**config.mk**
```make
export PLATFORM = sky130hd
export DESIGN_NAME = fleet_step_scheduler_flat
export DESIGN_NICKNAME = d
export VERILOG_FILES = /design/src/rtl/fleet_pkg.sv /design/src/rtl/fleet_step_scheduler_if.sv /design/src/rtl/fleet_speed_ctrl.sv /design/src/rtl/fleet_step_scheduler.sv /design/src/flat_wrapper.sv
export SDC_FILE = /design/constraint.sdc
export NUM_CORES = 1
export LEC_CHECK = 0
export ABC_AREA = 1
export CAP_MARGIN = 20
export CORE_AREA = 4 4 99 101
export CTS_CLUSTER_DIAMETER = 200
export DETAILED_ROUTE_END_ITERATION = 8
export DIE_AREA = 0 0 103 105
export SYNTH_ARGS = -nofsm -noshare
export SYNTH_HDL_FRONTEND = slang
export SYNTH_SLANG_ARGS = --single-unit
```
**constraint.sdc**
```tcl
create_clock -name clk -period 1.75 [get_ports clk]
set_clock_uncertainty 0.05 [all_clocks]
set_input_delay 0.175 -clock clk [delete_from_list [all_inputs] [get_ports clk]]
set_output_delay 0.175 -clock clk [all_outputs]
set_load 0.005 [all_outputs]
```
**src/rtl/fleet_pkg.sv**
```systemverilog
// fleet_pkg: shared state encoding, edge-code bit positions and period width for the fleet mover blocks.
package fleet_pkg;
    localparam int PERIOD_W = 6;
    localparam int EDGE_LEFT = 0;
    localparam int EDGE_TOP = 1;
    localparam int EDGE_RIGHT = 2;
    localparam int EDGE_BOTTOM = 3;
    typedef enum logic [2:0] {IDLE, COUNT, DECIDE, DROP, HALT} fleet_state_t;
endpackage

```
**src/rtl/fleet_step_scheduler_if.sv**
```systemverilog
// fleet_step_scheduler_if: frame/edge/collision inputs and step command outputs of the fleet scheduler.
interface fleet_step_scheduler_if;
    import fleet_pkg::*;
    logic startOfFrame;
    logic enable;
    logic [3:0] HitEdgeCode;
    logic collision;
    logic moveStrobe;
    logic toggleX;
    logic stepDown;
    logic dirRight;
    logic [PERIOD_W-1:0] periodFrames;
    logic fleetLanded;
    logic waveCleared;
    modport master(
        output startOfFrame, enable, HitEdgeCode, collision,
        input moveStrobe, toggleX, stepDown, dirRight, periodFrames, fleetLanded, waveCleared
    );
    modport slave(
        input startOfFrame, enable, HitEdgeCode, collision,
        output moveStrobe, toggleX, stepDown, dirRight, periodFrames, fleetLanded, waveCleared
    );
endinterface

```
**src/rtl/fleet_speed_ctrl.sv**
```systemverilog
// fleet_speed_ctrl: counts kills on collision rising edges, shortens the step period and flags a cleared wave.
module fleet_speed_ctrl
    import fleet_pkg::*;
#(
    parameter int INIT_PERIOD = 32,
    parameter int MIN_PERIOD = 2,
    parameter int KILLS_PER_SPEEDUP = 4,
    parameter int TOTAL_INVADERS = 32
) (
    input  logic clk,
    input  logic reset,
    input  logic collision,
    input  logic halted,
    output logic [PERIOD_W-1:0] periodFrames,
    output logic waveCleared
);
    logic collPrev;
    logic [7:0] killCnt;
    logic [7:0] subCnt;
    logic kill;
    logic lastKill;
    logic speedup;

    assign kill = collision && !collPrev && !halted;
    assign lastKill = killCnt >= 8'(TOTAL_INVADERS - 1);
    assign speedup = subCnt == 8'(KILLS_PER_SPEEDUP - 1);

    always_ff @(posedge clk or posedge reset) begin
        if (reset) begin
            collPrev <= 1'b0;
            killCnt <= '0;
            subCnt <= '0;
            periodFrames <= PERIOD_W'(INIT_PERIOD);
            waveCleared <= 1'b0;
        end else begin
            collPrev <= collision;
            if (kill) begin
                killCnt <= lastKill ? 8'(TOTAL_INVADERS) : killCnt + 8'd1;
                waveCleared <= waveCleared | lastKill;
                subCnt <= speedup ? '0 : subCnt + 8'd1;
                if (speedup && periodFrames > PERIOD_W'(MIN_PERIOD))
                    periodFrames <= periodFrames - PERIOD_W'(1);
            end
        end
    end
endmodule

```
**src/rtl/fleet_step_scheduler.sv**
```systemverilog
// fleet_step_scheduler: per-frame sequencer deciding fleet move, reverse/drop and halt from latched edge hits.
module fleet_step_scheduler
    import fleet_pkg::*;
#(
    parameter int INIT_PERIOD = 32,
    parameter int MIN_PERIOD = 2,
    parameter int KILLS_PER_SPEEDUP = 4,
    parameter int TOTAL_INVADERS = 32
) (
    input logic clk,
    input logic reset,
    fleet_step_scheduler_if.slave bus
);
    fleet_state_t state;
    logic [PERIOD_W-1:0] frameCnt;
    logic [PERIOD_W-1:0] periodFrames;
    logic [3:0] edgeLatch;
    logic moveStrobe, toggleX, stepDown, dirRight, fleetLanded, waveCleared;
    logic dirEdge;

    fleet_speed_ctrl #(
        .INIT_PERIOD(INIT_PERIOD),
        .MIN_PERIOD(MIN_PERIOD),
        .KILLS_PER_SPEEDUP(KILLS_PER_SPEEDUP),
        .TOTAL_INVADERS(TOTAL_INVADERS)
    ) uSpeed (
        .clk(clk),
        .reset(reset),
        .collision(bus.collision),
        .halted(state == HALT),
        .periodFrames(periodFrames),
        .waveCleared(waveCleared)
    );

    // Only the edge in the direction of travel forces a reversal.
    assign dirEdge = dirRight ? edgeLatch[EDGE_RIGHT] : edgeLatch[EDGE_LEFT];

    assign bus.moveStrobe = moveStrobe;
    assign bus.toggleX = toggleX;
    assign bus.stepDown = stepDown;
    assign bus.dirRight = dirRight;
    assign bus.periodFrames = periodFrames;
    assign bus.fleetLanded = fleetLanded;
    assign bus.waveCleared = waveCleared;

    always_ff @(posedge clk or posedge reset) begin
        if (reset) begin
            state <= IDLE;
            frameCnt <= '0;
            edgeLatch <= '0;
            dirRight <= 1'b1;
            moveStrobe <= 1'b0;
            toggleX <= 1'b0;
            stepDown <= 1'b0;
            fleetLanded <= 1'b0;
        end else begin
            moveStrobe <= 1'b0;
            toggleX <= 1'b0;
            stepDown <= 1'b0;
            if (state != HALT && !bus.enable) begin
                state <= IDLE;
                frameCnt <= '0;
                edgeLatch <= '0;
            end else begin
                case (state)
                    IDLE: state <= COUNT;
                    COUNT: begin
                        edgeLatch <= edgeLatch | bus.HitEdgeCode;
                        // >= so a period shortened mid-interval fires on the very next frame
                        if (bus.startOfFrame) begin
                            if (frameCnt >= periodFrames - PERIOD_W'(1)) begin
                                frameCnt <= '0;
                                state <= DECIDE;
                            end else begin
                                frameCnt <= frameCnt + PERIOD_W'(1);
                            end
                        end
                    end
                    DECIDE: begin
                        edgeLatch <= bus.HitEdgeCode;
                        if (edgeLatch[EDGE_BOTTOM]) begin
                            fleetLanded <= 1'b1;
                            state <= HALT;
                        end else if (waveCleared) begin
                            state <= HALT;
                        end else if (dirEdge) begin
                            toggleX <= 1'b1;
                            stepDown <= 1'b1;
                            state <= DROP;
                        end else begin
                            moveStrobe <= 1'b1;
                            state <= COUNT;
                        end
                    end
                    DROP: begin
                        dirRight <= !dirRight;
                        state <= COUNT;
                    end
                    default: state <= HALT;
                endcase
            end
        end
    end
endmodule

```
**src/flat_wrapper.sv**
```systemverilog
// flat-port wrapper written by rule: the top's interface ports become plain ports
module fleet_step_scheduler_flat import fleet_pkg::*;
#(
    parameter int INIT_PERIOD = 32,
    parameter int MIN_PERIOD = 2,
    parameter int KILLS_PER_SPEEDUP = 4,
    parameter int TOTAL_INVADERS = 32
)
  (clk, reset, bus_startOfFrame, bus_enable, bus_HitEdgeCode, bus_collision, bus_moveStrobe, bus_toggleX, bus_stepDown, bus_dirRight, bus_periodFrames, bus_fleetLanded, bus_waveCleared);
  fleet_step_scheduler_if bus_i ();
  input logic clk;
  input logic reset;
  input wire logic [$bits(bus_i.startOfFrame)-1:0] bus_startOfFrame;
  input wire logic [$bits(bus_i.enable)-1:0] bus_enable;
  input wire logic [$bits(bus_i.HitEdgeCode)-1:0] bus_HitEdgeCode;
  input wire logic [$bits(bus_i.collision)-1:0] bus_collision;
  output wire logic [$bits(bus_i.moveStrobe)-1:0] bus_moveStrobe;
  output wire logic [$bits(bus_i.toggleX)-1:0] bus_toggleX;
  output wire logic [$bits(bus_i.stepDown)-1:0] bus_stepDown;
  output wire logic [$bits(bus_i.dirRight)-1:0] bus_dirRight;
  output wire logic [$bits(bus_i.periodFrames)-1:0] bus_periodFrames;
  output wire logic [$bits(bus_i.fleetLanded)-1:0] bus_fleetLanded;
  output wire logic [$bits(bus_i.waveCleared)-1:0] bus_waveCleared;
  assign bus_i.startOfFrame = bus_startOfFrame;
  assign bus_i.enable = bus_enable;
  assign bus_i.HitEdgeCode = bus_HitEdgeCode;
  assign bus_i.collision = bus_collision;
  assign bus_moveStrobe = bus_i.moveStrobe;
  assign bus_toggleX = bus_i.toggleX;
  assign bus_stepDown = bus_i.stepDown;
  assign bus_dirRight = bus_i.dirRight;
  assign bus_periodFrames = bus_i.periodFrames;
  assign bus_fleetLanded = bus_i.fleetLanded;
  assign bus_waveCleared = bus_i.waveCleared;
  fleet_step_scheduler #(.INIT_PERIOD(INIT_PERIOD), .MIN_PERIOD(MIN_PERIOD), .KILLS_PER_SPEEDUP(KILLS_PER_SPEEDUP), .TOTAL_INVADERS(TOTAL_INVADERS)) u_core (.clk(clk), .reset(reset), .bus(bus_i));
endmodule
```
==> flow_metrics.tcl <==
set metrics [dict create \
    rsz_0062_raised_after_global_routing "yes" \
    synth.cells.most_frequent "64 x sky130_fd_sc_hd__nand2_1, 48 x sky130_fd_sc_hd__inv_1, 38 x sky130_fd_sc_hd__dfrtp_1" \
    cts_hold_repair.buffers 0 \
    final.min_clock_period_ns 1.95 \
    routed.top_layer "met4" \
    worstMarginPinSlew_ns 0.388 \
    cts_inserted_buffers 5 \
    grt_start_max_net_pins 34 \
    diodes 0 \
    route.antenna.remaining_nets 0 \
    ctsLongestPathBuffers 2 \
    vdd_drop_max_uv 312 \
    placeableCoreArea_sq_um 9020 \
    hold_viol 0 \
    drt-total-wl_mm 4.68 \
    area.growth.synth_to_final_pct 36.0 \
    die-height_um 105 \
    clk-insertion-delay-late_ns 0.30 \
    stdcell_area_sq_um 2980 \
    setup_viol 8 \
    synth_area_leader_cell "sky130_fd_sc_hd__dfrtp_1" \
    met2_wirelength_mm 2.40 \
    postLayoutSetupSlackWorst_ns -0.202 \
    powerDensity_nw_per_um2 979 \
    worstPathRequired_ns 1.90 \
    core.rowCount 35 \
    crit_path_start "u_core.uSpeed.periodFrames[1]" \
    antenna_found_initial 0 \
    dpl_cell_area_sq_um 2670 \
    synth.lib_cells_used.distinct 28 \
    syn_nets 288 \
    drtIter0Drc 72 \
    grt_pass1_wl_mm 8.32 \
    critPathArrivalTime_ns 2.10 \
    max_cap_viol_count 0 \
    route.detailed.wl_per_inst_um 10.9 \
    floorplan.die.width_um 103 \
    floorplan.io_pins 21 \
    overflow 0 \
    synth_area_leaders "sky130_fd_sc_hd__dfrtp_1 43%, sky130_fd_sc_hd__nand2_1 11%, sky130_fd_sc_hd__inv_1 8.2%, sky130_fd_sc_hd__ha_1 6.3%, sky130_fd_sc_hd__nor2_1 4.3%" \
    crit_path_start_kind "flip-flop" \
    cts_tree "done" \
    timing.final.crit_share_pct 112 \
    critPathCaptureType "flip-flop" \
    vias 1804 \
    most_frequently_used_cell_type_in_the_post_synthesis_netlist "sky130_fd_sc_hd__nand2_1" \
    globalplace.congestion 0.778 \
    max-slew-margin-rel_pct 74.1 \
    postSynthRegisterBits 40 \
    post-route-drc-count 0 \
    ctsRootBufferMaster "sky130_fd_sc_hd__clkbuf_8" \
    yosys_warnings 0 \
    met3WireLength_um 112 \
    grtUsageTotal_pct 9.51 \
    post_synth.cell_area_avg_sq_um 8.16 \
    worst-path-max-fanout 4 \
    clkSlewWorstSetupHoldPaths_ns 0.09 \
    run_status "finished, violations left" \
    place_hpwl_mm 3.26 \
    m1WireLength_mm 2.07 \
    finish.net_count 339 \
    drive_above_1_share_pct 23.4 \
    ratio_of_routed_vias_to_standard_cells 4.19 \
    slew_viol_final 0 \
    grt_pass1_vias 1917 \
    edff_count_synth 0 \
    slowest_stage "sky130_fd_sc_hd__dfrtp_1" \
    die_area_sq_um 10800 \
    violations "setup timing" \
    crit_path_cell_trace "inv_2, ha_4, buf_4, xnor2_2, ha_1, nand2_1, nor2_4, nand2_2, nand2_2, nand2_2, nand2_1, o21ai_1" \
    synth_flop_cell "sky130_fd_sc_hd__dfrtp_1" \
    critPathMostFrequentCell "sky130_fd_sc_hd__nand2_2" \
    cts.sink_count 40 \
    fillerInstances 918 \
    seq_area_frac_synth_pct 45.9 \
    timing.hold.worst.class "in2async" \
    criticalPathCategory "reg2reg" \
    synthesis.instances 268 \
    clock_tree.htree_level_count 2 \
    dp_worst_setup_slack_ns -0.234 \
    static-leakage-power_uw 0.00144 \
    area_share_of_the_largest_cell_type_after_synthesis_pct 43.5 \
    peak_clock_frequency_supported_by_timing_mhz 512 \
    floorplan.initialDensity_pct 24.2 \
    crit_path_max_incr_delay_ns 0.43 \
    placement.io_buffers 19 \
    worstReg2RegStart "u_core.uSpeed.periodFrames[1]" \
    dr.pass1.iters 4 \
    syn-cell-area_sq_um 2190 \
    ys_async_sr_fraction_pct 100 \
]
==> layer usage <==
| layer | vias up | global-route usage (%) |
|---|---|---|
| met5 | - | 0 |
| met4 | 0 | 3.61 |
| met3 | 11 | 2.40 |
| met2 | 25 | 16.5 |
| met1 | 835 | 11.1 |
| li1 | 933 | - |
==> final cells by class <==
| class | count | area (sq um) | share of cell area, % |
|---|---|---|---|
| flip-flops and latches | 40 | 1000 | 33.7 |
| clock inverters | 3 | 46.3 | 1.56 |
| well taps | 111 | 139 | 4.67 |
| clock buffers | 5 | 68.8 | 2.31 |
| inverters | 51 | 191 | 6.43 |
| repair buffers | 47 | 433 | 14.6 |
| multi-input cells | 174 | 1090 | 36.8 |
==> stage by stage <==
stage | power (uW) | hold slack [ns] | utilization, % | TNS, ns | std cells
floorplan | 1880 | 0.156 | - | -0.363 | 268
global placement | 2090 | 0.421 | 29.6 | -1.13 | 413
detailed placement | 2110 | 0.430 | 29.6 | -1.60 | 413
CTS | 2930 | 0.117 | 32.5 | -1.38 | 434
global route | 3140 | 0.133 | 33.0 | -2.90 | 431
finish | 2910 | 0.106 | 33.0 | -1.49 | 431
==> final timing paths <==
path | endpoint | slack, ns | cells after the start
max reg2reg | u_core.state[0] | -0.20 | 12
min | u_core.frameCnt[2] | 0.11 | 2
max | u_core.state[0] | -0.20 | 12
min in group clk | u_core.uSpeed.collPrev | 0.28 | 1
min reg2reg | u_core.bus.fleetLanded | 0.44 | 1
max in group asynchronous | u_core.uSpeed.periodFrames[5] | 0.98 | 3
==> kinds of logic (layout without fill, tap and decap cells) <==
family | count (synthesis) | in the layout | synth area share, %
compound gates | 29 | 29 | 7.61
xor+xnor | 15 | 15 | 6.01
fa+ha+maj | 11 | 11 | 6.29
buf+inv | 54 | 106 | 9.95
flops | 40 | 40 | 45.9
simple gates | 119 | 119 | 24.3
==> registers in the layout, summed over array words and instances (netlist names) <==
signal	count
u_core.uSpeed.collPrev	1
u_core.frameCnt	6
u_core.uSpeed.killCnt	8
u_core.bus.toggleX	1
u_core.bus.dirRight	1
u_core.bus.fleetLanded	1
u_core.edgeLatch	3
u_core.uSpeed.waveCleared	1
u_core.uSpeed.periodFrames	6
u_core.uSpeed.subCnt	8
u_core.state	3
u_core.bus.moveStrobe	1
==> report_power, final <==
part           switching [uW]  leakage, uW  internal (uW)
combinational             450     0.000875            356
sequential                186     0.000508           1130
clock                     357    0.0000548            430
==> worst max-delay path: cells and delay by family (launching register included) <==
family          cells  cell delay (ns)
xor+xnor            1             0.14
flops               1             0.43
fa+ha+maj           2             0.44
compound gates      1             0.05
simple gates        6             0.52
buf+inv             2             0.21
==> repair_timing <==
action                     in CTS  in global routing
setup endpoints to repair       8                 10
hold endpoints to repair        0                  0
resized for setup              13                 15
pin swaps                      16                  8
buffers inserted               13                  0
==> placed cells by master (no fill, tap or decap) <==
| master | instances |
|---|---|
| sky130_fd_sc_hd__a21oi_1 | 4 |
| sky130_fd_sc_hd__a21oi_2 | 1 |
| sky130_fd_sc_hd__a21oi_4 | 1 |
| sky130_fd_sc_hd__a31o_2 | 1 |
| sky130_fd_sc_hd__buf_12 | 2 |
| sky130_fd_sc_hd__buf_4 | 24 |
| sky130_fd_sc_hd__buf_6 | 2 |
| sky130_fd_sc_hd__bufinv_16 | 1 |
| sky130_fd_sc_hd__clkbuf_8 | 5 |
| sky130_fd_sc_hd__clkdlybuf4s50_1 | 19 |
| sky130_fd_sc_hd__clkinvlp_4 | 1 |
| sky130_fd_sc_hd__dfrtp_1 | 38 |
| sky130_fd_sc_hd__dfstp_2 | 2 |
| sky130_fd_sc_hd__ha_1 | 7 |
| sky130_fd_sc_hd__ha_4 | 4 |
| sky130_fd_sc_hd__inv_1 | 44 |
| sky130_fd_sc_hd__inv_2 | 7 |
| sky130_fd_sc_hd__inv_6 | 1 |
| sky130_fd_sc_hd__nand2_1 | 56 |
| sky130_fd_sc_hd__nand2_2 | 8 |
| sky130_fd_sc_hd__nand2_4 | 3 |
| sky130_fd_sc_hd__nand3_1 | 17 |
| sky130_fd_sc_hd__nand3_2 | 2 |
| sky130_fd_sc_hd__nand3_4 | 1 |
| sky130_fd_sc_hd__nand3b_1 | 1 |
| sky130_fd_sc_hd__nand4_1 | 4 |
| sky130_fd_sc_hd__nor2_1 | 21 |
| sky130_fd_sc_hd__nor2_2 | 4 |
| sky130_fd_sc_hd__nor2_4 | 2 |
| sky130_fd_sc_hd__o211ai_1 | 2 |
| sky130_fd_sc_hd__o21a_1 | 2 |
| sky130_fd_sc_hd__o21ai_0 | 8 |
| sky130_fd_sc_hd__o21ai_1 | 4 |
| sky130_fd_sc_hd__o21ai_2 | 1 |
| sky130_fd_sc_hd__o22ai_1 | 3 |
| sky130_fd_sc_hd__o22ai_2 | 1 |
| sky130_fd_sc_hd__o31ai_1 | 1 |
| sky130_fd_sc_hd__xnor2_1 | 4 |
| sky130_fd_sc_hd__xnor2_2 | 1 |
| sky130_fd_sc_hd__xor2_1 | 10 |
Note: power is estimated with default switching activity, not from simulation.
